**src/rtl/stopwatch_core.sv**
```systemverilog
// stopwatch_core: centisecond stopwatch, 00.00 to 99.99 s in BCD, for fourdigitdriver.
// Raw start/stop and clear buttons are synchronized and edge-detected here.
// Optional lap/split display is enabled by defining STOPWATCH_LAP_EN, which
// adds the btn_lap port.
`timescale 1ns/1ps

module stopwatch_core #(
    parameter int unsigned TICK_DIV = 1_000_000,
    parameter int unsigned CNT_W    = 20
) (
    input  logic       clk,
    input  logic       rst_n,
    input  logic       btn_ss,
    input  logic       btn_clr,
`ifdef STOPWATCH_LAP_EN
    input  logic       btn_lap,
`endif
    output logic [3:0] A,
    output logic [3:0] B,
    output logic [3:0] C,
    output logic [3:0] D,
    output logic [0:3] dots,
    output logic       running
);

    typedef enum logic [1:0] {
        IDLE,
        RUN,
        PAUSE,
        MAXED
    } state_t;

    state_t state;

    logic [CNT_W-1:0] presc;
    logic             tick;

    logic [3:0] cnt_a;
    logic [3:0] cnt_b;
    logic [3:0] cnt_c;
    logic [3:0] cnt_d;

    logic [3:0] nxt_a;
    logic [3:0] nxt_b;
    logic [3:0] nxt_c;
    logic [3:0] nxt_d;
    logic       at_max;

    // [0] and [1] form the synchronizer, [2] is the edge-detect history
    logic [2:0] ss_sync;
    logic [2:0] clr_sync;
    logic       ss_pulse;
    logic       clr_pulse;

`ifdef STOPWATCH_LAP_EN
    logic [2:0] lap_sync;
    logic       lap_pulse;
    logic       lap_hold;
    logic [3:0] snap_a;
    logic [3:0] snap_b;
    logic [3:0] snap_c;
    logic [3:0] snap_d;
`endif

    // Two-flop synchronizers plus one history flop per button
    always_ff @(posedge clk or negedge rst_n) begin
        if (!rst_n) begin
            ss_sync  <= '0;
            clr_sync <= '0;
`ifdef STOPWATCH_LAP_EN
            lap_sync <= '0;
`endif
        end else begin
            ss_sync  <= {ss_sync[1:0], btn_ss};
            clr_sync <= {clr_sync[1:0], btn_clr};
`ifdef STOPWATCH_LAP_EN
            lap_sync <= {lap_sync[1:0], btn_lap};
`endif
        end
    end

    assign ss_pulse  = ss_sync[1] & ~ss_sync[2];
    assign clr_pulse = clr_sync[1] & ~clr_sync[2];
`ifdef STOPWATCH_LAP_EN
    assign lap_pulse = lap_sync[1] & ~lap_sync[2];
`endif

    // BCD increment of the live count, hundredths as least significant digit
    always_comb begin
        nxt_a = cnt_a;
        nxt_b = cnt_b;
        nxt_c = cnt_c;
        nxt_d = cnt_d;
        if (cnt_d == 4'd9) begin
            nxt_d = '0;
            if (cnt_c == 4'd9) begin
                nxt_c = '0;
                if (cnt_b == 4'd9) begin
                    nxt_b = '0;
                    nxt_a = (cnt_a == 4'd9) ? 4'd0 : cnt_a + 4'd1;
                end else begin
                    nxt_b = cnt_b + 4'd1;
                end
            end else begin
                nxt_c = cnt_c + 4'd1;
            end
        end else begin
            nxt_d = cnt_d + 4'd1;
        end
    end

    assign at_max = (cnt_a == 4'd9) && (cnt_b == 4'd9) &&
                    (cnt_c == 4'd9) && (cnt_d == 4'd9);

    // Control FSM with prescaler, registered tick, BCD count and lap snapshot
    always_ff @(posedge clk or negedge rst_n) begin
        if (!rst_n) begin
            state <= IDLE;
            presc <= '0;
            tick  <= 1'b0;
            cnt_a <= '0;
            cnt_b <= '0;
            cnt_c <= '0;
            cnt_d <= '0;
`ifdef STOPWATCH_LAP_EN
            lap_hold <= 1'b0;
            snap_a   <= '0;
            snap_b   <= '0;
            snap_c   <= '0;
            snap_d   <= '0;
`endif
        end else if (clr_pulse) begin
            // clear beats any simultaneous start/stop, tick or lap request
            state <= IDLE;
            presc <= '0;
            tick  <= 1'b0;
            cnt_a <= '0;
            cnt_b <= '0;
            cnt_c <= '0;
            cnt_d <= '0;
`ifdef STOPWATCH_LAP_EN
            lap_hold <= 1'b0;
`endif
        end else begin
            tick <= 1'b0;
            if (state == RUN) begin
                if (presc == CNT_W'(TICK_DIV - 1)) begin
                    presc <= '0;
                    tick  <= 1'b1;
                end else begin
                    presc <= presc + CNT_W'(1);
                end
            end

`ifdef STOPWATCH_LAP_EN
            if (lap_pulse && ((state == RUN) || (state == PAUSE))) begin
                lap_hold <= ~lap_hold;
                snap_a   <= cnt_a;
                snap_b   <= cnt_b;
                snap_c   <= cnt_c;
                snap_d   <= cnt_d;
            end
`endif

            if (tick && at_max) begin
                // saturate: the pending tick is consumed, start/stop is ignored
                state <= MAXED;
`ifdef STOPWATCH_LAP_EN
                lap_hold <= 1'b0;
`endif
            end else begin
                // a tick already issued is applied even if start/stop lands with it
                if (tick) begin
                    cnt_a <= nxt_a;
                    cnt_b <= nxt_b;
                    cnt_c <= nxt_c;
                    cnt_d <= nxt_d;
                end
                case (state)
                    IDLE:    if (ss_pulse) state <= RUN;
                    RUN:     if (ss_pulse) state <= PAUSE;
                    PAUSE:   if (ss_pulse) state <= RUN;
                    MAXED:   state <= MAXED;
                    default: state <= IDLE;
                endcase
            end
        end
    end

    assign running = (state == RUN);

`ifdef STOPWATCH_LAP_EN
    assign A    = lap_hold ? snap_a : cnt_a;
    assign B    = lap_hold ? snap_b : cnt_b;
    assign C    = lap_hold ? snap_c : cnt_c;
    assign D    = lap_hold ? snap_d : cnt_d;
    assign dots = lap_hold ? 4'b0101 : 4'b0100;
`else
    assign A    = cnt_a;
    assign B    = cnt_b;
    assign C    = cnt_c;
    assign D    = cnt_d;
    assign dots = 4'b0100;
`endif

endmodule

```
**config.mk**
```make
export PLATFORM = sky130hd
export DESIGN_NAME = stopwatch_core
export DESIGN_NICKNAME = d
export VERILOG_FILES = /design/src/rtl/stopwatch_core.sv
export SDC_FILE = /design/constraint.sdc
export NUM_CORES = 1
export LEC_CHECK = 0
export ABC_AREA = 1
export BUFFER_PORTS_ARGS = -buffer_cell sky130_fd_sc_hd__buf_2
export CAP_MARGIN = 10
export CORE_MARGIN = 3
export CORE_UTILIZATION = 40
export CTS_BUF_LIST = sky130_fd_sc_hd__clkbuf_4 sky130_fd_sc_hd__clkbuf_8
export DETAILED_ROUTE_END_ITERATION = 8
export GPL_TIMING_DRIVEN = 0
export PLACE_DENSITY_LB_ADDON = 0.25
export SLEW_MARGIN = 20
export SYNTH_ARGS = -nofsm -noshare
export SYNTH_HDL_FRONTEND = slang
export SYNTH_SLANG_ARGS = --single-unit
```
**constraint.sdc**
```tcl
create_clock -name clk -period 4 [get_ports clk]
set_input_delay 0.8 -clock clk [delete_from_list [all_inputs] [get_ports clk]]
set_output_delay 0.8 -clock clk [all_outputs]
set_load 0.005 [all_outputs]
```
==> impl_metrics.xml, run 1 <==
<?xml version="1.0" encoding="UTF-8"?>
<metrics>
  <group name="final_layout">
    <metric name="final-instance-count-excl-fill" unit="">458</metric>
    <metric name="post-route-util" unit="">0.471</metric>
    <metric name="insertedDiodeCount" unit="">0</metric>
    <metric name="syn_to_final_growth" unit="%">11.3</metric>
    <metric name="layout.cells.most_common" unit="">sky130_fd_sc_hd__nand2_1</metric>
    <metric name="finish.instance_area" unit="sq um">3060</metric>
    <metric name="most-common-layout-cells" unit="">sky130_fd_sc_hd__nand2_1 (77), sky130_fd_sc_hd__nor2_1 (50), sky130_fd_sc_hd__dfrtp_1 (45)</metric>
    <metric name="post_route_cells_drive_above_1_share" unit="">0.178</metric>
    <metric name="final_net_count" unit="">394</metric>
  </group>
  <group name="yosys">
    <metric name="synth_seq_cells" unit="">45</metric>
    <metric name="netlist_top_cells_area" unit="">sky130_fd_sc_hd__dfrtp_1 (41%), sky130_fd_sc_hd__nand2_1 (11%), sky130_fd_sc_hd__nor2_1 (6.8%)</metric>
    <metric name="yosysUniqueCellTypes" unit="">32</metric>
    <metric name="syn-instance-count" unit="">352</metric>
    <metric name="yosysWarnings" unit="">0</metric>
    <metric name="yosysTopAreaCellShare" unit="">0.410</metric>
    <metric name="yosys.area.top_type" unit="">sky130_fd_sc_hd__dfrtp_1</metric>
    <metric name="syn-cell-area" unit="sq um">2750</metric>
    <metric name="synthesis.area_per_instance" unit="sq um">7.81</metric>
    <metric name="synth-seq-area-share" unit="">0.410</metric>
  </group>
  <group name="global_routing">
    <metric name="grt_pass1_wl" unit="um">10400</metric>
    <metric name="vias_in_the_first_global_route" unit="">2272</metric>
    <metric name="grt_antenna_before_repair" unit="">0</metric>
    <metric name="grt_start_max_net_pins" unit="">46</metric>
    <metric name="global_route.usage.total" unit="">0.164</metric>
    <metric name="grt_overflow" unit="">0</metric>
  </group>
  <group name="sta">
    <metric name="slew-limit-headroom" unit="">0.621</metric>
    <metric name="timing.final.crit_share" unit="">0.487</metric>
    <metric name="finalClockSkew" unit="ns">0.00944</metric>
    <metric name="fmaxAchievable" unit="MHz">514</metric>
    <metric name="drv_slew" unit="">0</metric>
    <metric name="worst_slew_pin_slew" unit="ns">0.569</metric>
    <metric name="report.final.setup_viol" unit="">0</metric>
    <metric name="rsz_0062_raised_after_global_routing" unit="">false</metric>
    <metric name="setup_total_negative_slack" unit="ns">0</metric>
    <metric name="hold_viol_final" unit="">0</metric>
    <metric name="period_minus_slack" unit="ns">1.95</metric>
  </group>
  <group name="die">
    <metric name="initial_core_util" unit="">0.423</metric>
    <metric name="floorplan.die.width" unit="um">88.9</metric>
    <metric name="dieHeight" unit="um">88.9</metric>
    <metric name="fp-row-count" unit="">29</metric>
    <metric name="design.die.area" unit="sq um">7900</metric>
    <metric name="core_region_area" unit="sq um">6490</metric>
    <metric name="top_level_ports" unit="">25</metric>
  </group>
  <group name="worst_hold_path">
    <metric name="min_path_type" unit="">flip-flop to flip-flop</metric>
  </group>
  <group name="clock_tree">
    <metric name="cts-root-buf" unit="">sky130_fd_sc_hd__clkbuf_8</metric>
    <metric name="cts_sinks" unit="">45</metric>
    <metric name="cts_post_setup_buffers_inserted" unit="">0</metric>
    <metric name="clkTransAtPathRegs" unit="ns">0.08</metric>
    <metric name="post_cts.resized_instances" unit="">0</metric>
    <metric name="clk_latency" unit="ns">0.30</metric>
    <metric name="cts_tree" unit="">done</metric>
    <metric name="cts-root-to-sink-buffers" unit="">2</metric>
    <metric name="cts_hold_repair.buffers" unit="">0</metric>
    <metric name="htree_levels" unit="">2</metric>
    <metric name="numCtsBuffers" unit="">5</metric>
  </group>
  <group name="setup_path">
    <metric name="worst-path-buf-inv" unit="">3</metric>
    <metric name="critical_path.slowest_cell" unit="">sky130_fd_sc_hd__dfrtp_1</metric>
    <metric name="critPathMaxFanout" unit="">4</metric>
    <metric name="timing.critical_path.required" unit="ns">3.20</metric>
    <metric name="cpMostUsedCell" unit="">sky130_fd_sc_hd__inv_1</metric>
    <metric name="path_delay_family" unit="">flip-flops</metric>
    <metric name="start_kind" unit="">flip-flop</metric>
    <metric name="arrival" unit="ns">1.15</metric>
    <metric name="worst-setup-path-type" unit="">flip-flop to output port</metric>
    <metric name="endpoint_kind" unit="">output port</metric>
    <metric name="slowest_delay" unit="ns">0.40</metric>
    <metric name="timing.critical_path.cells" unit="">inv_1 &gt; nand2_1 &gt; inv_1 &gt; buf_2</metric>
  </group>
  <group name="route">
    <metric name="route.antenna.remaining_nets" unit="">0</metric>
    <metric name="dr_total_vias" unit="">2349</metric>
    <metric name="routed_wire_length_per_instance" unit="um">12.7</metric>
    <metric name="first_iter_violations" unit="">126</metric>
    <metric name="vias_per_cell" unit="">5.13</metric>
    <metric name="drc" unit="">0</metric>
    <metric name="wl" unit="um">5830</metric>
    <metric name="drt_first_pass_iters" unit="">4</metric>
  </group>
  <group name="power">
    <metric name="pwr_density_cell" unit="nW/um^2">369</metric>
    <metric name="power_leakage" unit="nW">1.50</metric>
    <metric name="vdd_drop_max" unit="uV">137</metric>
    <metric name="total_power" unit="W">0.00113</metric>
  </group>
  <group name="placed_design">
    <metric name="io_buffers" unit="">20</metric>
    <metric name="cell_area_placed" unit="sq um">2950</metric>
    <metric name="detailedPlacementHpwl" unit="um">4280</metric>
    <metric name="gp_routability_congestion" unit="">0.871</metric>
    <metric name="place.detailed.instances" unit="">451</metric>
  </group>
  <group name="job">
    <metric name="timing.max_cap.violations" unit="">0</metric>
  </group>
  <group name="status">
    <metric name="outcome" unit="">finished, final reports clean</metric>
  </group>
</metrics>
routing by layer:
metal / GRT usage / up-vias / wire length, um
met5: 0 / - / 0
met4: 0.0398 / 0 / 61
met3: 0.0307 / 7 / 222
met2: 0.263 / 52 / 2710
met1: 0.228 / 1121 / 2830
li1: - / 1169 / -
registers in the layout, summed over array words and instances, names as in the netlist:
signal,cells
state,2
D,4
C,4
B,4
tick,1
clr_sync,3
ss_sync,3
A,4
presc,20
cell type report:
| type | count | area (sq um) |
|---|---|---|
| buffer | 11 | 86.3 |
| clock buffer | 5 | 68.8 |
| clock inverter | 2 | 35.0 |
| fill | 638 | 3440 |
| inverter | 46 | 173 |
| multi-input combinational | 252 | 1370 |
| sequential | 45 | 1130 |
| tap | 77 | 96.3 |
| timing repair buffer | 20 | 103 |
path summary, 6_finish.rpt:
kind	slack, ns	cells past startpoint	to	from
worst max register to register	2.35	10	A[1]$_DFFE_PN0P_	C[1]$_DFFE_PN0P_
max in group asynchronous	3.11	1	presc[19]$_DFFE_PN0P_	rst_n
worst max-delay path	2.05	4	running	state[1]$_DFFE_PN0P_
worst min register to register	0.35	0	ss_sync[1]$_DFF_PN0_	ss_sync[0]$_DFF_PN0_
min in group asynchronous	0.50	1	D[3]$_DFFE_PN0P_	rst_n
worst min-delay path	0.35	0	ss_sync[1]$_DFF_PN0_	ss_sync[0]$_DFF_PN0_
cell usage after synthesis:
| cell type | instances |
|---|---|
| sky130_fd_sc_hd__dfrtp_1 | 45 |
| sky130_fd_sc_hd__inv_2 | 6 |
| sky130_fd_sc_hd__buf_2 | 3 |
| sky130_fd_sc_hd__o22ai_1 | 1 |
| sky130_fd_sc_hd__nand4_1 | 20 |
| sky130_fd_sc_hd__nor3_2 | 1 |
| sky130_fd_sc_hd__nor2_4 | 4 |
| sky130_fd_sc_hd__nor2_2 | 1 |
| sky130_fd_sc_hd__o22ai_2 | 1 |
| sky130_fd_sc_hd__nand2_2 | 6 |
| sky130_fd_sc_hd__nand3b_4 | 1 |
| sky130_fd_sc_hd__xor2_1 | 13 |
| sky130_fd_sc_hd__buf_6 | 3 |
| sky130_fd_sc_hd__o21bai_1 | 1 |
| sky130_fd_sc_hd__conb_1 | 2 |
| sky130_fd_sc_hd__nand2_1 | 77 |
| sky130_fd_sc_hd__o21ai_2 | 1 |
| sky130_fd_sc_hd__o21ai_0 | 12 |
| sky130_fd_sc_hd__buf_4 | 5 |
| sky130_fd_sc_hd__or2_0 | 1 |
| sky130_fd_sc_hd__ha_1 | 9 |
| sky130_fd_sc_hd__nand2_4 | 1 |
| sky130_fd_sc_hd__o21bai_2 | 1 |
| sky130_fd_sc_hd__nor3b_1 | 1 |
| sky130_fd_sc_hd__nor2_1 | 50 |
| sky130_fd_sc_hd__xnor2_1 | 3 |
| sky130_fd_sc_hd__nand3_2 | 7 |
| sky130_fd_sc_hd__nand3_1 | 25 |
| sky130_fd_sc_hd__nor3_1 | 7 |
| sky130_fd_sc_hd__inv_1 | 40 |
| sky130_fd_sc_hd__o21ai_1 | 2 |
| sky130_fd_sc_hd__a21oi_1 | 2 |
through the flow:
stage	hold slack [ns]	setup slack, ns
after global placement	0.333	2.28
after global routing	0.377	2.00
final	0.353	2.05
after floorplan	0.331	2.54
after CTS	0.355	2.06
after detailed placement	0.335	2.26
power breakdown:
part / total (W) / leakage (nW) / switching (W) / internal [W]
clock: 0.000338 / 0.0540 / 0.000156 / 0.000182
sequential: 0.000539 / 0.603 / 0.0000415 / 0.000497
combinational: 0.000252 / 0.843 / 0.000163 / 0.0000895
total: 0.00113 / 1.50 / 0.000360 / 0.000769
cells by family (layout without fill, tap and decap cells):
| logic type | Yosys count | count (layout) | share of synthesized area |
|---|---|---|---|
| AND/OR/NAND/NOR | 202 | 202 | 0.355 |
| XOR/XNOR | 16 | 16 | 0.0510 |
| other | 2 | 4 | 0.00273 |
| AO/OA/AOI/OAI | 21 | 21 | 0.0460 |
| adder cells (fa/ha/maj) | 9 | 9 | 0.0410 |
| buffers and inverters | 57 | 84 | 0.0943 |
| flip-flops | 45 | 45 | 0.410 |
No activity file was read; power rests on OpenSTA's default activity.
==> run 2, diff against run 1 <==
clock period = 1.7 ns   (was 4 ns; I/O delays follow)
==> run 2 against run 1 <==
Net effect: clock skew hardly changed; setup slack worse by 1.9 ns; utilization is 1.4 points higher; final area is 3.0% higher; register-to-register slack worse by 2.2 ns; die area stayed put; count of clock-buffer cells in the layout stayed put; via count is 0.13% higher; largest power group unchanged.
==> impl_metrics.xml, run 2 (synthesized netlist as in run 1, its figures left out) <==
<?xml version="1.0" encoding="UTF-8"?>
<metrics>
  <group name="route">
    <metric name="route.antenna.remaining_nets" unit="">0</metric>
    <metric name="routed_wire_length_per_instance" unit="um">12.7</metric>
    <metric name="first_iter_violations" unit="">153</metric>
    <metric name="vias_per_cell" unit="">5.07</metric>
    <metric name="drt_first_pass_iters" unit="">4</metric>
    <metric name="dr_total_vias" unit="">2352</metric>
    <metric name="drc" unit="">0</metric>
    <metric name="wl" unit="um">5880</metric>
  </group>
  <group name="die">
    <metric name="dieHeight" unit="um">88.9</metric>
    <metric name="top_level_ports" unit="">25</metric>
    <metric name="design.die.area" unit="sq um">7900</metric>
    <metric name="floorplan.die.width" unit="um">88.9</metric>
    <metric name="core_region_area" unit="sq um">6490</metric>
    <metric name="fp-row-count" unit="">29</metric>
    <metric name="initial_core_util" unit="">0.423</metric>
  </group>
  <group name="sta">
    <metric name="hold_viol_final" unit="">0</metric>
    <metric name="report.final.setup_viol" unit="">0</metric>
    <metric name="drv_slew" unit="">0</metric>
    <metric name="worst_slew_pin_slew" unit="ns">0.570</metric>
    <metric name="slew-limit-headroom" unit="">0.620</metric>
    <metric name="period_minus_slack" unit="ns">1.59</metric>
    <metric name="finalClockSkew" unit="ns">0.00989</metric>
    <metric name="timing.final.crit_share" unit="">0.933</metric>
    <metric name="fmaxAchievable" unit="MHz">631</metric>
    <metric name="rsz_0062_raised_after_global_routing" unit="">true</metric>
  </group>
  <group name="final_layout">
    <metric name="syn_to_final_growth" unit="%">14.6</metric>
    <metric name="largest_register_by_flop_count" unit="">presc</metric>
    <metric name="final-instance-count-excl-fill" unit="">464</metric>
    <metric name="finish.instance_area" unit="sq um">3150</metric>
    <metric name="final_net_count" unit="">400</metric>
    <metric name="post_route_cells_drive_above_1_share" unit="">0.214</metric>
    <metric name="largest_register_ff_count" unit="">20</metric>
    <metric name="most-common-layout-cells" unit="">sky130_fd_sc_hd__nand2_1 (77), sky130_fd_sc_hd__nor2_1 (47), sky130_fd_sc_hd__dfrtp_1 (42)</metric>
    <metric name="insertedDiodeCount" unit="">0</metric>
    <metric name="layout.cells.most_common" unit="">sky130_fd_sc_hd__nand2_1</metric>
  </group>
  <group name="clock_tree">
    <metric name="cts-root-to-sink-buffers" unit="">2</metric>
    <metric name="cts_tree" unit="">done</metric>
    <metric name="clk_latency" unit="ns">0.30</metric>
    <metric name="htree_levels" unit="">2</metric>
    <metric name="clkTransAtPathRegs" unit="ns">0.09</metric>
    <metric name="cts_hold_repair.buffers" unit="">0</metric>
    <metric name="cts_sinks" unit="">45</metric>
    <metric name="cts-root-buf" unit="">sky130_fd_sc_hd__clkbuf_8</metric>
    <metric name="numCtsBuffers" unit="">5</metric>
  </group>
  <group name="setup_path">
    <metric name="arrival" unit="ns">1.78</metric>
    <metric name="endpoint_kind" unit="">flip-flop</metric>
    <metric name="timing.critical_path.cells" unit="">inv_2 &gt; ha_1 &gt; nand2_1 &gt; nor2_4 &gt; nor2_1 &gt; inv_2 &gt; buf_6 &gt; nand3_2 &gt; nand2_1 &gt; nand2_1</metric>
    <metric name="start_kind" unit="">flip-flop</metric>
    <metric name="critical_path.slowest_cell" unit="">sky130_fd_sc_hd__dfrtp_1</metric>
    <metric name="cpMostUsedCell" unit="">sky130_fd_sc_hd__nand2_1</metric>
    <metric name="slowest_delay" unit="ns">0.43</metric>
    <metric name="critPathMaxFanout" unit="">10</metric>
    <metric name="timing.critical_path.required" unit="ns">1.89</metric>
    <metric name="worst-setup-path-type" unit="">flip-flop to flip-flop</metric>
  </group>
  <group name="global_routing">
    <metric name="met3_global_route_usage" unit="">0.0307</metric>
    <metric name="met2_usage" unit="">0.263</metric>
    <metric name="vias_in_the_first_global_route" unit="">2272</metric>
    <metric name="global_route.usage.total" unit="">0.164</metric>
    <metric name="grt_overflow" unit="">0</metric>
    <metric name="global_route.peak_usage_layer" unit="">met2</metric>
    <metric name="groute.layer.met1.usage" unit="">0.228</metric>
    <metric name="grt_antenna_before_repair" unit="">0</metric>
    <metric name="grt_start_max_net_pins" unit="">46</metric>
    <metric name="grt_pass1_wl" unit="um">10400</metric>
  </group>
  <group name="placed_design">
    <metric name="detailedPlacementHpwl" unit="um">4280</metric>
    <metric name="cell_area_placed" unit="sq um">2950</metric>
    <metric name="gp_routability_congestion" unit="">0.871</metric>
    <metric name="place.detailed.instances" unit="">451</metric>
    <metric name="io_buffers" unit="">20</metric>
  </group>
  <group name="worst_hold_path">
    <metric name="min_path_type" unit="">input pin to async pin</metric>
  </group>
  <group name="power">
    <metric name="vdd_drop_max" unit="uV">381</metric>
    <metric name="pwr_density_cell" unit="nW/um^2">850</metric>
    <metric name="total_power" unit="W">0.00268</metric>
    <metric name="power_leakage" unit="nW">1.53</metric>
  </group>
  <group name="status">
    <metric name="outcome" unit="">finished, final reports clean</metric>
  </group>
  <group name="job">
    <metric name="timing.max_cap.violations" unit="">0</metric>
  </group>
</metrics>
[run 2: cell count changes in the layout (fill, tap and decap cells not counted), sizes merged]
cell | before | now
buf | 31 | 37
[run 2: critical path: cells and delay by family (launching register included)]
| family | cells | cell delay [ns] |
|---|---|---|
| and+or+nand+nor | 6 | 0.62 |
| DFF | 1 | 0.43 |
| buffers and inverters | 3 | 0.29 |
| adders and majority gates | 1 | 0.13 |
[run 2: final timing paths]
kind / cells past startpoint / from / slack, ns / to
worst max-delay path: 10 / D[1]$_DFFE_PN0P_ / 0.11 / B[3]$_DFFE_PN0P_
worst min-delay path: 1 / rst_n / 0.04 / D[3]$_DFFE_PN0P_
worst max register to register: 10 / D[1]$_DFFE_PN0P_ / 0.11 / B[3]$_DFFE_PN0P_
worst min register to register: 0 / ss_sync[0]$_DFF_PN0_ / 0.35 / ss_sync[1]$_DFF_PN0_
max in group asynchronous: 1 / rst_n / 1.25 / B[0]$_DFFE_PN0P_
min in group clk: 1 / btn_ss / 0.14 / ss_sync[0]$_DFF_PN0_
[run 2: metal layers]
| metal | vias to the layer above | wire (um) |
|---|---|---|
| met5 | - | 0 |
| met3 | 8 | 225 |
| met1 | 1110 | 2880 |
| met2 | 50 | 2710 |
| met4 | 0 | 63 |
| li1 | 1184 | - |
[run 2: report_power, final]
part / switching [W] / total, W / internal, W
clock network: 0.000367 / 0.000795 / 0.000428
registers: 0.0000951 / 0.00127 / 0.00117
logic: 0.000390 / 0.000613 / 0.000223
[run 2: timing repair]
| action | CTS | global route |
|---|---|---|
| endpoints found under the setup margin | 0 | 15 |
| endpoints found under the hold margin | 0 | 0 |
| gates resized for setup | 0 | 16 |
| buffers inserted | 0 | 6 |
[run 2: layout make-up]
type                       count  area (sq um)
fill                         624          3350
multi-input combinational    252          1410
sequential                    45          1130
inverter                      46           173
timing repair buffer          26           148
tap                           77          96.3
buffer                        11          92.6
clock buffer                   5          68.8
clock inverter                 2          35.0
[run 2: through the flow]
stage / TNS, ns / util / hold WS, ns / setup slack (ns)
CTS: 0 / 0.470 / 0.137 / 0.0365
global placement: 0 / 0.454 / 0.333 / 0.0799
floorplan: 0 / - / 0.0444 / 0.237
global route: -0.149 / 0.485 / 0.0821 / -0.0346
detailed placement: 0 / 0.454 / 0.335 / 0.0556
finish: 0 / 0.485 / 0.0385 / 0.114
==> run 3, diff against run 2 <==
PLACE_DENSITY_LB_ADDON = unset   (was 0.25)
==> run 3 against run 2 <==
Net effect: sequential share of layout area up 0.38 points; combinational power decreased by 2%; sequential cell count stayed put; clock power is 21% lower; hold slack improved by 0.0024 ns; cell count down 0.22%; global-route usage fell by 0.14 points; first-iteration DRC count fell by 22%; count of clock-buffer cells in the layout is the same; sequential power about the same; die area stayed put; via count down 2.0%.
==> impl_metrics.xml, run 3 (synthesized netlist as in run 1, its figures left out) <==
<?xml version="1.0" encoding="UTF-8"?>
<metrics>
  <group name="status">
    <metric name="outcome" unit="">finished, final reports clean</metric>
  </group>
  <group name="die">
    <metric name="design.die.area" unit="sq um">7900</metric>
    <metric name="core_region_area" unit="sq um">6490</metric>
    <metric name="top_level_ports" unit="">25</metric>
    <metric name="dieHeight" unit="um">88.9</metric>
    <metric name="floorplan.die.width" unit="um">88.9</metric>
    <metric name="initial_core_util" unit="">0.423</metric>
    <metric name="fp-row-count" unit="">29</metric>
  </group>
  <group name="sta">
    <metric name="rsz_0062_raised_after_global_routing" unit="">true</metric>
    <metric name="timing.final.crit_share" unit="">0.942</metric>
    <metric name="fin_ws" unit="ns">0.0981</metric>
    <metric name="fmaxAchievable" unit="MHz">624</metric>
    <metric name="worst_hold_slack" unit="ns">0.0410</metric>
    <metric name="slew-limit-headroom" unit="">0.607</metric>
    <metric name="hold_viol_final" unit="">0</metric>
    <metric name="period_minus_slack" unit="ns">1.60</metric>
    <metric name="finalClockSkew" unit="ns">0.0108</metric>
    <metric name="worst_slew_pin_slew" unit="ns">0.590</metric>
    <metric name="report.final.setup_viol" unit="">0</metric>
    <metric name="drv_slew" unit="">0</metric>
  </group>
  <group name="route">
    <metric name="vias_per_cell" unit="">4.98</metric>
    <metric name="wl" unit="um">5740</metric>
    <metric name="dr_total_vias" unit="">2304</metric>
    <metric name="routed_wire_length_per_instance" unit="um">12.4</metric>
    <metric name="drt_first_pass_iters" unit="">4</metric>
    <metric name="drc" unit="">0</metric>
    <metric name="route.antenna.remaining_nets" unit="">0</metric>
    <metric name="first_iter_violations" unit="">120</metric>
  </group>
  <group name="power">
    <metric name="power_leakage" unit="nW">1.52</metric>
    <metric name="vdd_drop_max" unit="uV">407</metric>
    <metric name="pwr_density_cell" unit="nW/um^2">801</metric>
  </group>
  <group name="final_layout">
    <metric name="layout.cells.most_common" unit="">sky130_fd_sc_hd__nand2_1</metric>
    <metric name="filler_cell_count" unit="">642</metric>
    <metric name="syn_to_final_growth" unit="%">13.3</metric>
    <metric name="most-common-layout-cells" unit="">sky130_fd_sc_hd__nand2_1 (76), sky130_fd_sc_hd__nor2_1 (47), sky130_fd_sc_hd__dfrtp_1 (43)</metric>
    <metric name="insertedDiodeCount" unit="">0</metric>
    <metric name="post_route_cells_drive_above_1_share" unit="">0.210</metric>
    <metric name="largest_register_by_flop_count" unit="">presc</metric>
    <metric name="largest_register_ff_count" unit="">20</metric>
    <metric name="final_net_count" unit="">400</metric>
  </group>
  <group name="setup_path">
    <metric name="endpoint_kind" unit="">flip-flop</metric>
    <metric name="worst-setup-path-type" unit="">flip-flop to flip-flop</metric>
    <metric name="worst_setup_path_startpoint" unit="">D[1]$_DFFE_PN0P_</metric>
    <metric name="arrival" unit="ns">1.79</metric>
    <metric name="start_kind" unit="">flip-flop</metric>
    <metric name="timing.critical_path.required" unit="ns">1.89</metric>
    <metric name="critPathMaxFanout" unit="">10</metric>
    <metric name="reg2reg_from" unit="">D[1]$_DFFE_PN0P_</metric>
  </group>
  <group name="global_routing">
    <metric name="vias_in_the_first_global_route" unit="">2147</metric>
    <metric name="grt_overflow" unit="">0</metric>
    <metric name="grt_antenna_before_repair" unit="">0</metric>
    <metric name="global_route.usage.total" unit="">0.163</metric>
    <metric name="grt_pass1_wl" unit="um">10200</metric>
    <metric name="grt_start_max_net_pins" unit="">46</metric>
  </group>
  <group name="placed_design">
    <metric name="gp_routability_congestion" unit="">0.843</metric>
    <metric name="detailedPlace.worstSlack" unit="ns">0.0545</metric>
    <metric name="io_buffers" unit="">20</metric>
    <metric name="detailedPlacementHpwl" unit="um">4180</metric>
  </group>
  <group name="clock_tree">
    <metric name="numCtsBuffers" unit="">5</metric>
    <metric name="htree_levels" unit="">2</metric>
    <metric name="cts_tree" unit="">done</metric>
    <metric name="cts-root-buf" unit="">sky130_fd_sc_hd__clkbuf_8</metric>
    <metric name="cts_hold_repair.buffers" unit="">0</metric>
    <metric name="clkTransAtPathRegs" unit="ns">0.09</metric>
    <metric name="cts_sinks" unit="">45</metric>
    <metric name="cts-root-to-sink-buffers" unit="">2</metric>
    <metric name="clk_latency" unit="ns">0.30</metric>
  </group>
  <group name="worst_hold_path">
    <metric name="min_path_type" unit="">input pin to async pin</metric>
  </group>
  <group name="job">
    <metric name="timing.max_cap.violations" unit="">0</metric>
  </group>
</metrics>
## run 3: cell type report
class | count | area [sq um] | area share
Buffer | 11 | 92.6 | 0.0297
Clock buffer | 5 | 68.8 | 0.0221
Clock inverter | 1 | 5.00 | 0.00161
Inverter | 46 | 173 | 0.0555
Multi-Input combinational cell | 252 | 1400 | 0.450
Sequential cell | 45 | 1130 | 0.363
Tap cell | 77 | 96.3 | 0.0309
Timing Repair Buffer | 26 | 148 | 0.0474
## run 3: worst max-delay path, cell delays in order (launching register included)
cell and delay (ns):
sky130_fd_sc_hd__dfrtp_1 0.40, sky130_fd_sc_hd__inv_1 0.10, sky130_fd_sc_hd__ha_1 0.15, sky130_fd_sc_hd__nand2_1 0.09
sky130_fd_sc_hd__nor2_4 0.19, sky130_fd_sc_hd__nor2_1 0.09, sky130_fd_sc_hd__inv_2 0.07, sky130_fd_sc_hd__buf_6 0.14
sky130_fd_sc_hd__nand3_2 0.13, sky130_fd_sc_hd__nand2_1 0.09, sky130_fd_sc_hd__nand2_1 0.05
## run 3: worst paths after layout
kind	end	slack, ns	cells past startpoint
max	A[1]$_DFFE_PN0P_	0.1	10
min	tick$_DFF_PN0_	0.04	1
max reg2reg	A[1]$_DFFE_PN0P_	0.1	10
min reg2reg	ss_sync[1]$_DFF_PN0_	0.36	0
max in group asynchronous	B[0]$_DFFE_PN0P_	1.22	1
min in group clk	ss_sync[0]$_DFF_PN0_	0.15	1
## run 3: report_power, final
group          switching [W]  internal (W)  total [W]
logic               0.000381      0.000219   0.000600
clock network       0.000354      0.000271   0.000625
registers          0.0000957       0.00117    0.00127
## run 3: timing repair
item                       4_1_cts  5_1_grt
resized for setup                0       14
setup buffers                    0        6
setup endpoints to repair        0       15
## run 3: through the flow
stage	instances	power (W)	utilization	TNS (ns)	cell area (sq um)
floorplan	354	0.00169	-	0	2760
finish	463	0.00249	0.479	0	3110
detailed placement	451	0.00188	0.454	0	2950
global placement	451	0.00187	0.454	0	2950
CTS	457	0.00251	0.466	0	3030
global route	463	0.00270	0.479	-0.172	3110
## run 3: metal layers
layer  up-vias  track usage  share of wire  wire, um
met5         -            0              0         0
met4         0       0.0440          0.011        62
met3         4       0.0289          0.028       161
met2        35        0.253           0.45      2580
met1      1080        0.232           0.51      2930
li1       1185            -              -         -
